===== src/rtl/carpma_tanim_pkg.sv =====
// Shared definitions for the arithmetic units: multiply op codes, multiplier FSM states
// and the op-code normaliser used by both the multiplier and the execute stage.
package carpma_tanim_pkg;

   localparam logic [3:0] OP_MUL    = 4'h1;
   localparam logic [3:0] OP_MULH   = 4'h2;
   localparam logic [3:0] OP_MULHSU = 4'h4;
   localparam logic [3:0] OP_MULHU  = 4'h8;

   localparam logic [3:0] SON_ADIM  = 4'd15;

   typedef enum logic [1:0] {
      BOSTA  = 2'd0,
      CARP   = 2'd1,
      DUZELT = 2'd2,
      SONUC  = 2'd3
   } durum_t;

   // Anything that is not one of the three high-word codes behaves as MUL.
   function automatic logic [3:0] islev_coz(input logic [3:0] kod);
      case (kod)
         OP_MULH, OP_MULHSU, OP_MULHU: return kod;
         default:                      return OP_MUL;
      endcase
   endfunction

endpackage


===== src/rtl/carpici.sv =====
// Iterative radix-4 sign-magnitude multiplier: 16 add/shift steps, then a sign fix and
// word select, giving a fixed 17-cycle busy period per request.
module carpim_adimi (
   input  logic [63:0] birikim,
   input  logic [31:0] buyukluk,
   input  logic [1:0]  bitler,
   input  logic [3:0]  adim,
   output logic [63:0] sonraki_birikim
);

   logic [63:0] genis;
   logic [63:0] kat;

   always_comb begin
      genis = {32'd0, buyukluk};
      case (bitler)
         2'd0:    kat = '0;
         2'd1:    kat = genis;
         2'd2:    kat = genis << 1;
         default: kat = (genis << 1) + genis;
      endcase
      sonraki_birikim = birikim + (kat << {adim, 1'b0});
   end

endmodule

module carpici
   import carpma_tanim_pkg::*;
(
   input  logic        clk_i,
   input  logic        rst_ni,
   input  logic [3:0]  islev_kodu_i,
   input  logic [31:0] islec0_i,
   input  logic [31:0] islec1_i,
   input  logic        islem_gecerli_i,
   output logic        mesgul_o,
   output logic        carpim_gecerli_o,
   output logic [31:0] carpim_o
);

   durum_t      durum_q, durum_d;
   logic [3:0]  islev_q;
   logic [31:0] carpilan_q, carpan_q;
   logic        isaret_q;
   logic [63:0] birikim_q, birikim_d;
   logic [3:0]  adim_q;

   logic        kabul;
   logic [3:0]  islev_yeni;
   logic        isaretli0, isaretli1;
   logic [31:0] buyukluk0, buyukluk1;
   logic        isaret_yeni;
   logic [63:0] tam_sonuc;

   assign kabul = islem_gecerli_i && ((durum_q == BOSTA) || (durum_q == SONUC));

   // Operand magnitudes and product sign are resolved before latching, so the
   // iteration itself only ever sees unsigned values.
   always_comb begin
      islev_yeni  = islev_coz(islev_kodu_i);
      isaretli0   = (islev_yeni != OP_MULHU);
      isaretli1   = (islev_yeni == OP_MUL) || (islev_yeni == OP_MULH);
      buyukluk0   = (isaretli0 && islec0_i[31]) ? (~islec0_i + 32'd1) : islec0_i;
      buyukluk1   = (isaretli1 && islec1_i[31]) ? (~islec1_i + 32'd1) : islec1_i;
      isaret_yeni = (isaretli0 && islec0_i[31]) ^ (isaretli1 && islec1_i[31]);
      tam_sonuc   = isaret_q ? (~birikim_q + 64'd1) : birikim_q;
   end

   carpim_adimi u_adim (
      .birikim         (birikim_q),
      .buyukluk        (carpilan_q),
      .bitler          (carpan_q[1:0]),
      .adim            (adim_q),
      .sonraki_birikim (birikim_d)
   );

   always_ff @(posedge clk_i or negedge rst_ni) begin
      if (!rst_ni) begin
         durum_q <= BOSTA;
      end else begin
         durum_q <= durum_d;
      end
   end

   always_comb begin
      durum_d = durum_q;
      case (durum_q)
         BOSTA:   if (kabul) durum_d = CARP;
         CARP:    if (adim_q == SON_ADIM) durum_d = DUZELT;
         DUZELT:  durum_d = SONUC;
         SONUC:   durum_d = kabul ? CARP : BOSTA;
         default: durum_d = BOSTA;
      endcase
   end

   always_comb begin
      mesgul_o = (durum_q == CARP) || (durum_q == DUZELT);
   end

   always_ff @(posedge clk_i or negedge rst_ni) begin
      if (!rst_ni) begin
         islev_q          <= '0;
         carpilan_q       <= '0;
         carpan_q         <= '0;
         isaret_q         <= 1'b0;
         birikim_q        <= '0;
         adim_q           <= '0;
         carpim_o         <= '0;
         carpim_gecerli_o <= 1'b0;
      end else begin
         carpim_gecerli_o <= (durum_q == DUZELT);
         if (kabul) begin
            islev_q    <= islev_yeni;
            carpilan_q <= buyukluk0;
            carpan_q   <= buyukluk1;
            isaret_q   <= isaret_yeni;
            birikim_q  <= '0;
            adim_q     <= '0;
         end else if (durum_q == CARP) begin
            birikim_q <= birikim_d;
            carpan_q  <= carpan_q >> 2;
            adim_q    <= adim_q + 4'd1;
         end
         if (durum_q == DUZELT) begin
            carpim_o <= (islev_q == OP_MUL) ? tam_sonuc[31:0] : tam_sonuc[63:32];
         end
      end
   end

endmodule


===== config.mk =====
export PLATFORM = sky130hd
export DESIGN_NAME = carpici
export DESIGN_NICKNAME = d
export VERILOG_FILES = /design/src/rtl/carpma_tanim_pkg.sv /design/src/rtl/carpici.sv
export SDC_FILE = /design/constraint.sdc
export NUM_CORES = 1
export LEC_CHECK = 0
export ABC_AREA = 0
export CORE_MARGIN = 2
export CORE_UTILIZATION = 30
export DETAILED_ROUTE_END_ITERATION = 8
export GPL_TIMING_DRIVEN = 1
export HOLD_SLACK_MARGIN = 0.12
export PLACE_DENSITY_LB_ADDON = 0.15
export SLEW_MARGIN = 0
export SYNTH_ARGS = -nofsm -noshare
export SYNTH_HDL_FRONTEND = slang
export SYNTH_HIERARCHICAL = 1
export SYNTH_SLANG_ARGS = --single-unit

===== constraint.sdc =====
create_clock -name clk_i -period 6.3 [get_ports clk_i]
set_input_delay 0.945 -clock clk_i [delete_from_list [all_inputs] [get_ports clk_i]]
set_output_delay 0.945 -clock clk_i [all_outputs]
set_load 0.01 [all_outputs]

==> metrics.txt <==
# TYPE chip_impl_metric gauge
chip_impl_info{name="status",value="finished clean"} 1
chip_impl_metric{name="drc_errors_left",unit=""} 0
chip_impl_metric{name="final.hold.worst_slack",unit="ns"} 0.454
chip_impl_metric{name="final_min_period_over_clock_period",unit="%"} 99.4
chip_impl_metric{name="numPlacedInstances",unit=""} 3298
chip_impl_metric{name="antenna_cells",unit=""} 0
chip_impl_metric{name="power_report.internal_total",unit="mW"} 7.45
chip_impl_metric{name="global_route_wire_length_before_repair",unit="mm"} 103
chip_impl_metric{name="achievable-frequency",unit="MHz"} 160
chip_impl_metric{name="worstPathMaxFanout",unit=""} 4
chip_impl_metric{name="worst_clock_skew",unit="ns"} 0.0163
chip_impl_info{name="cts_tree",value="built"} 1
chip_impl_metric{name="synthesis.yosys.warnings",unit=""} 6
chip_impl_metric{name="place_area",unit="mm2"} 0.0216
chip_impl_metric{name="ff2ff_setup_slack",unit="ns"} 0.04
chip_impl_metric{name="initialDrtViolationCount",unit=""} 1215
chip_impl_info{name="critical_path.slowest_cell",value="sky130_fd_sc_hd__mux4_2"} 1
chip_impl_metric{name="initial_core_util",unit="%"} 30.4
chip_impl_metric{name="routed_wl_per_cell",unit="um"} 19.8
chip_impl_metric{name="finish.net_count",unit=""} 2746
chip_impl_metric{name="overflow",unit=""} 0
chip_impl_metric{name="max_stage_delay",unit="ns"} 0.51
chip_impl_metric{name="leakage",unit="nW"} 10.2
chip_impl_metric{name="power.switching_fraction",unit="%"} 49.7
chip_impl_info{name="criticalPathCategory",value="reg2reg"} 1
chip_impl_metric{name="pre_cts_ws",unit="ns"} -0.491
chip_impl_info{name="setup_repair_after_global_routing_missed_its_margin",value="yes"} 1
chip_impl_metric{name="fin_setup_tns",unit="ns"} 0
chip_impl_metric{name="maxCapViolations",unit=""} 0
chip_impl_metric{name="cp.arrival",unit="ns"} 6.62
chip_impl_metric{name="final-max-slew-violation-count",unit=""} 0
chip_impl_info{name="crit_top_cell",value="sky130_fd_sc_hd__buf_6"} 1
chip_impl_metric{name="ctsHtreeMaxLevel",unit=""} 4
chip_impl_info{name="layout.cells.most_common_list",value="sky130_fd_sc_hd__buf_4 (302), sky130_fd_sc_hd__nor2_1 (227), sky130_fd_sc_hd__nand2_1 (217)"} 1
chip_impl_metric{name="power",unit="mW"} 14.8
chip_impl_metric{name="postSynthAreaPerCell",unit="um2"} 7.88
chip_impl_metric{name="fillCellCount",unit=""} 6067
chip_impl_metric{name="comb_power_share",unit="%"} 78.2
chip_impl_metric{name="power_per_cell_area",unit="mW/mm2"} 636
chip_impl_metric{name="share_clk_of_total_power",unit="%"} 7.8
chip_impl_metric{name="async_flop_share",unit="%"} 100
chip_impl_metric{name="yosysSeqAreaShare",unit="%"} 24.0
chip_impl_metric{name="fin_crit",unit="ns"} 6.26
chip_impl_info{name="endpoint_kind",value="flip-flop"} 1
chip_impl_metric{name="antenna_violating_nets_post_route",unit=""} 0
chip_impl_metric{name="timing.max_slew.rel_slack",unit="%"} 41.3
chip_impl_metric{name="clk_latency",unit="ns"} 0.50
chip_impl_metric{name="antenna_violations_before_repair",unit=""} 0
chip_impl_metric{name="grt_pass1_vias",unit=""} 17700
chip_impl_metric{name="final_core_utilization",unit="%"} 39.5
chip_impl_metric{name="grt_max_degree",unit=""} 78
chip_impl_metric{name="finalSetupViolations",unit=""} 0
chip_impl_metric{name="tightestPinTransition",unit="ns"} 0.875
chip_impl_metric{name="syn_area",unit="mm2"} 0.0179
chip_impl_metric{name="ys_seq_elements",unit=""} 172
chip_impl_metric{name="power.switching",unit="mW"} 7.37
chip_impl_metric{name="synth-edff-count",unit=""} 0
chip_impl_metric{name="floorplan.rows",unit=""} 89
chip_impl_info{name="cts_root_buf",value="sky130_fd_sc_hd__clkbuf_16"} 1
chip_impl_metric{name="floorplan.io_pins",unit=""} 105
chip_impl_metric{name="power_share_of_the_sequential_group",unit="%"} 14.0
chip_impl_info{name="synthTopCellsByArea",value="sky130_fd_sc_hd__dfrtp_1 (24%), sky130_fd_sc_hd__ha_1 (7.2%), sky130_fd_sc_hd__mux2i_1 (6.7%), sky130_fd_sc_hd__a21oi_1 (4.9%), sky130_fd_sc_hd__nor2_1 (4.9%)"} 1
chip_impl_metric{name="syn_inst",unit=""} 2274
chip_impl_metric{name="hold_violations",unit=""} 0
chip_impl_metric{name="mappedNetlistNets",unit=""} 2450
chip_impl_metric{name="die_w",unit="um"} 248
chip_impl_metric{name="tritoncts_buffers",unit=""} 17
chip_impl_metric{name="detail_route.first_pass.iterations",unit=""} 6
chip_impl_metric{name="vdd.ir_drop.worst",unit="mV"} 0.332
chip_impl_metric{name="placeableCoreArea",unit="mm2"} 0.0590
chip_impl_metric{name="cts.sink_count",unit=""} 172
chip_impl_metric{name="floorplan_die_height",unit="um"} 248
chip_impl_metric{name="post-route-worst-setup-slack",unit="ns"} 0.0393
chip_impl_info{name="yosysTopAreaCell",value="sky130_fd_sc_hd__dfrtp_1"} 1
chip_impl_metric{name="post_synth_cell_types",unit=""} 100
chip_impl_metric{name="postCtsHoldBufs",unit=""} 0
chip_impl_metric{name="finalNonFillerCells",unit=""} 3356
chip_impl_metric{name="via_total_after_detailed_routing",unit=""} 18400
chip_impl_metric{name="syn2layout_area_growth",unit="%"} 30.0
chip_impl_metric{name="vias_per_cell",unit=""} 5.47
chip_impl_metric{name="synth_largest_type_area_fraction",unit="%"} 24.0
chip_impl_metric{name="grtUsageTotal",unit="%"} 21.6
chip_impl_metric{name="route.final.wire_length",unit="mm"} 66.4
chip_impl_metric{name="fp.dieArea",unit="mm2"} 0.0617
chip_impl_metric{name="post-route-cell-area",unit="mm2"} 0.0233
chip_impl_metric{name="cts-root-to-sink-buffers",unit=""} 2
chip_impl_info{name="r2r-start",value="carpilan_q[1]"} 1
chip_impl_metric{name="drive_above_1_share",unit="%"} 20.8
chip_impl_metric{name="worst_r2r_path_depth",unit=""} 32
chip_impl_info{name="mostFrequentLayoutCell",value="sky130_fd_sc_hd__buf_4"} 1
chip_impl_metric{name="dpl.hpwl",unit="mm"} 52.5
chip_impl_metric{name="cp.required",unit="ns"} 6.66
chip_impl_metric{name="clk_pin_slew",unit="ns"} 0.08
chip_impl_info{name="critical_path.startpoint_type",value="flip-flop"} 1
chip_impl_metric{name="gp_congestion",unit=""} 0.919
chip_impl_info{name="critical_r2r_capture",value="birikim_q[60]"} 1
chip_impl_info{name="hold_path_class",value="in2async"} 1
chip_impl_metric{name="portBuffers",unit=""} 104
chip_impl_info{name="dominantRegCellSynth",value="sky130_fd_sc_hd__dfrtp_1"} 1
## critical path: cells and delay by family, from the launching register on
| kind | cells | cell delay (ns) |
|---|---|---|
| DFF | 1 | 0.46 |
| and+or+nand+nor | 7 | 0.97 |
| AOI/OAI and AO/OA | 11 | 2.35 |
| xor gates and xnor gates | 2 | 0.22 |
| muxes | 2 | 0.66 |
| buffers and inverters | 7 | 0.81 |
| adders and majority gates | 3 | 0.66 |
## cell type report
type	instances	area, um2	share of cell area (%)
Clock buffer	17	425	1.83
Clock inverter	15	198	0.849
Inverter	55	209	0.897
Multi-Input combinational cell	1911	13800	59.2
Sequential cell	172	4310	18.5
Tap cell	773	967	4.15
Timing Repair Buffer	413	3400	14.6
## power groups by stage
stage | Combinational [mW] | Sequential, mW | Clock [mW]
after floorplan | 6.28 | 1.92 | 0
after global placement | 10.5 | 2.07 | 0
after detailed placement | 10.5 | 2.08 | 0
after CTS | 10.6 | 2.06 | 1.20
after global routing | 12.6 | 2.14 | 1.23
final | 11.6 | 2.08 | 1.15
## per-layer routing
metal  wire [um]  global-route usage, %  up-vias
li1            -                      -     9001
met1       31600                   29.8     8803
met2       30400                   35.1      491
met3        2880                   2.20       74
met4        1530                   6.88        0
met5           0                      0        -
## flip-flops by register name, summed over array words and instances, names as in the netlist
name,flops
adim_q,4
birikim_q,64
isaret_q,1
carpilan_q,32
carpan_q,32
islev_q,4
carpim_o,32
durum_q,2
carpim_gecerli_o,1
## cell families (layout without fill, tap and decap cells)
| logic type | Yosys count | count (layout) | synth area share (%) |
|---|---|---|---|
| buffers and inverters | 191 | 500 | 4.11 |
| AO/OA/AOI/OAI | 727 | 727 | 26.9 |
| AND/OR/NAND/NOR | 748 | 748 | 20.0 |
| multiplexers | 144 | 144 | 8.44 |
| adder cells (fa/ha/maj) | 105 | 105 | 7.42 |
| flip-flops | 172 | 172 | 24.0 |
| XOR/XNOR | 187 | 187 | 9.14 |
## synthesized netlist by cell type (all sizes together) (7+ instances only)
master / number
or4: 18
and3: 16
nand2: 220
o22ai: 21
or3: 22
dfrtp: 172
a211oi: 43
or2: 9
nor4: 27
o31ai: 43
nor2: 232
clkbuf: 108
nand2b: 15
nand3: 31
a22o: 10
o221ai: 13
and4: 11
a31oi: 31
xor2: 88
a221oi: 12
o41ai: 10
o21ai: 169
o21bai: 10
a22oi: 16
xnor2: 99
a21oi: 179
mux2i: 121
nand3b: 7
ha: 103
nor3: 54
o211ai: 16
buf: 28
nor2b: 34
mux2: 20
o31a: 10
inv: 51
and2: 15
a21o: 62
o21a: 21
nand4: 20
## how the worst max path moves through the flow
stage                          to  slack [ns]          start
floorplan           birikim_q[63]        0.33  carpilan_q[1]
finish              birikim_q[60]        0.04  carpilan_q[1]
CTS                 birikim_q[61]      0.0004  carpilan_q[1]
detailed placement  birikim_q[63]       -0.49  carpilan_q[1]
global placement    birikim_q[59]       -0.33  carpilan_q[1]
global route        birikim_q[62]       -0.30  carpilan_q[1]
## what timing repair did
item,in CTS,in global routing
endpoints found under the setup margin,17,22
cloned,0,0
setup buffers,4,24
pin swaps,5,91
resized for setup,26,162
Note: power is estimated with default switching activity, not from simulation.
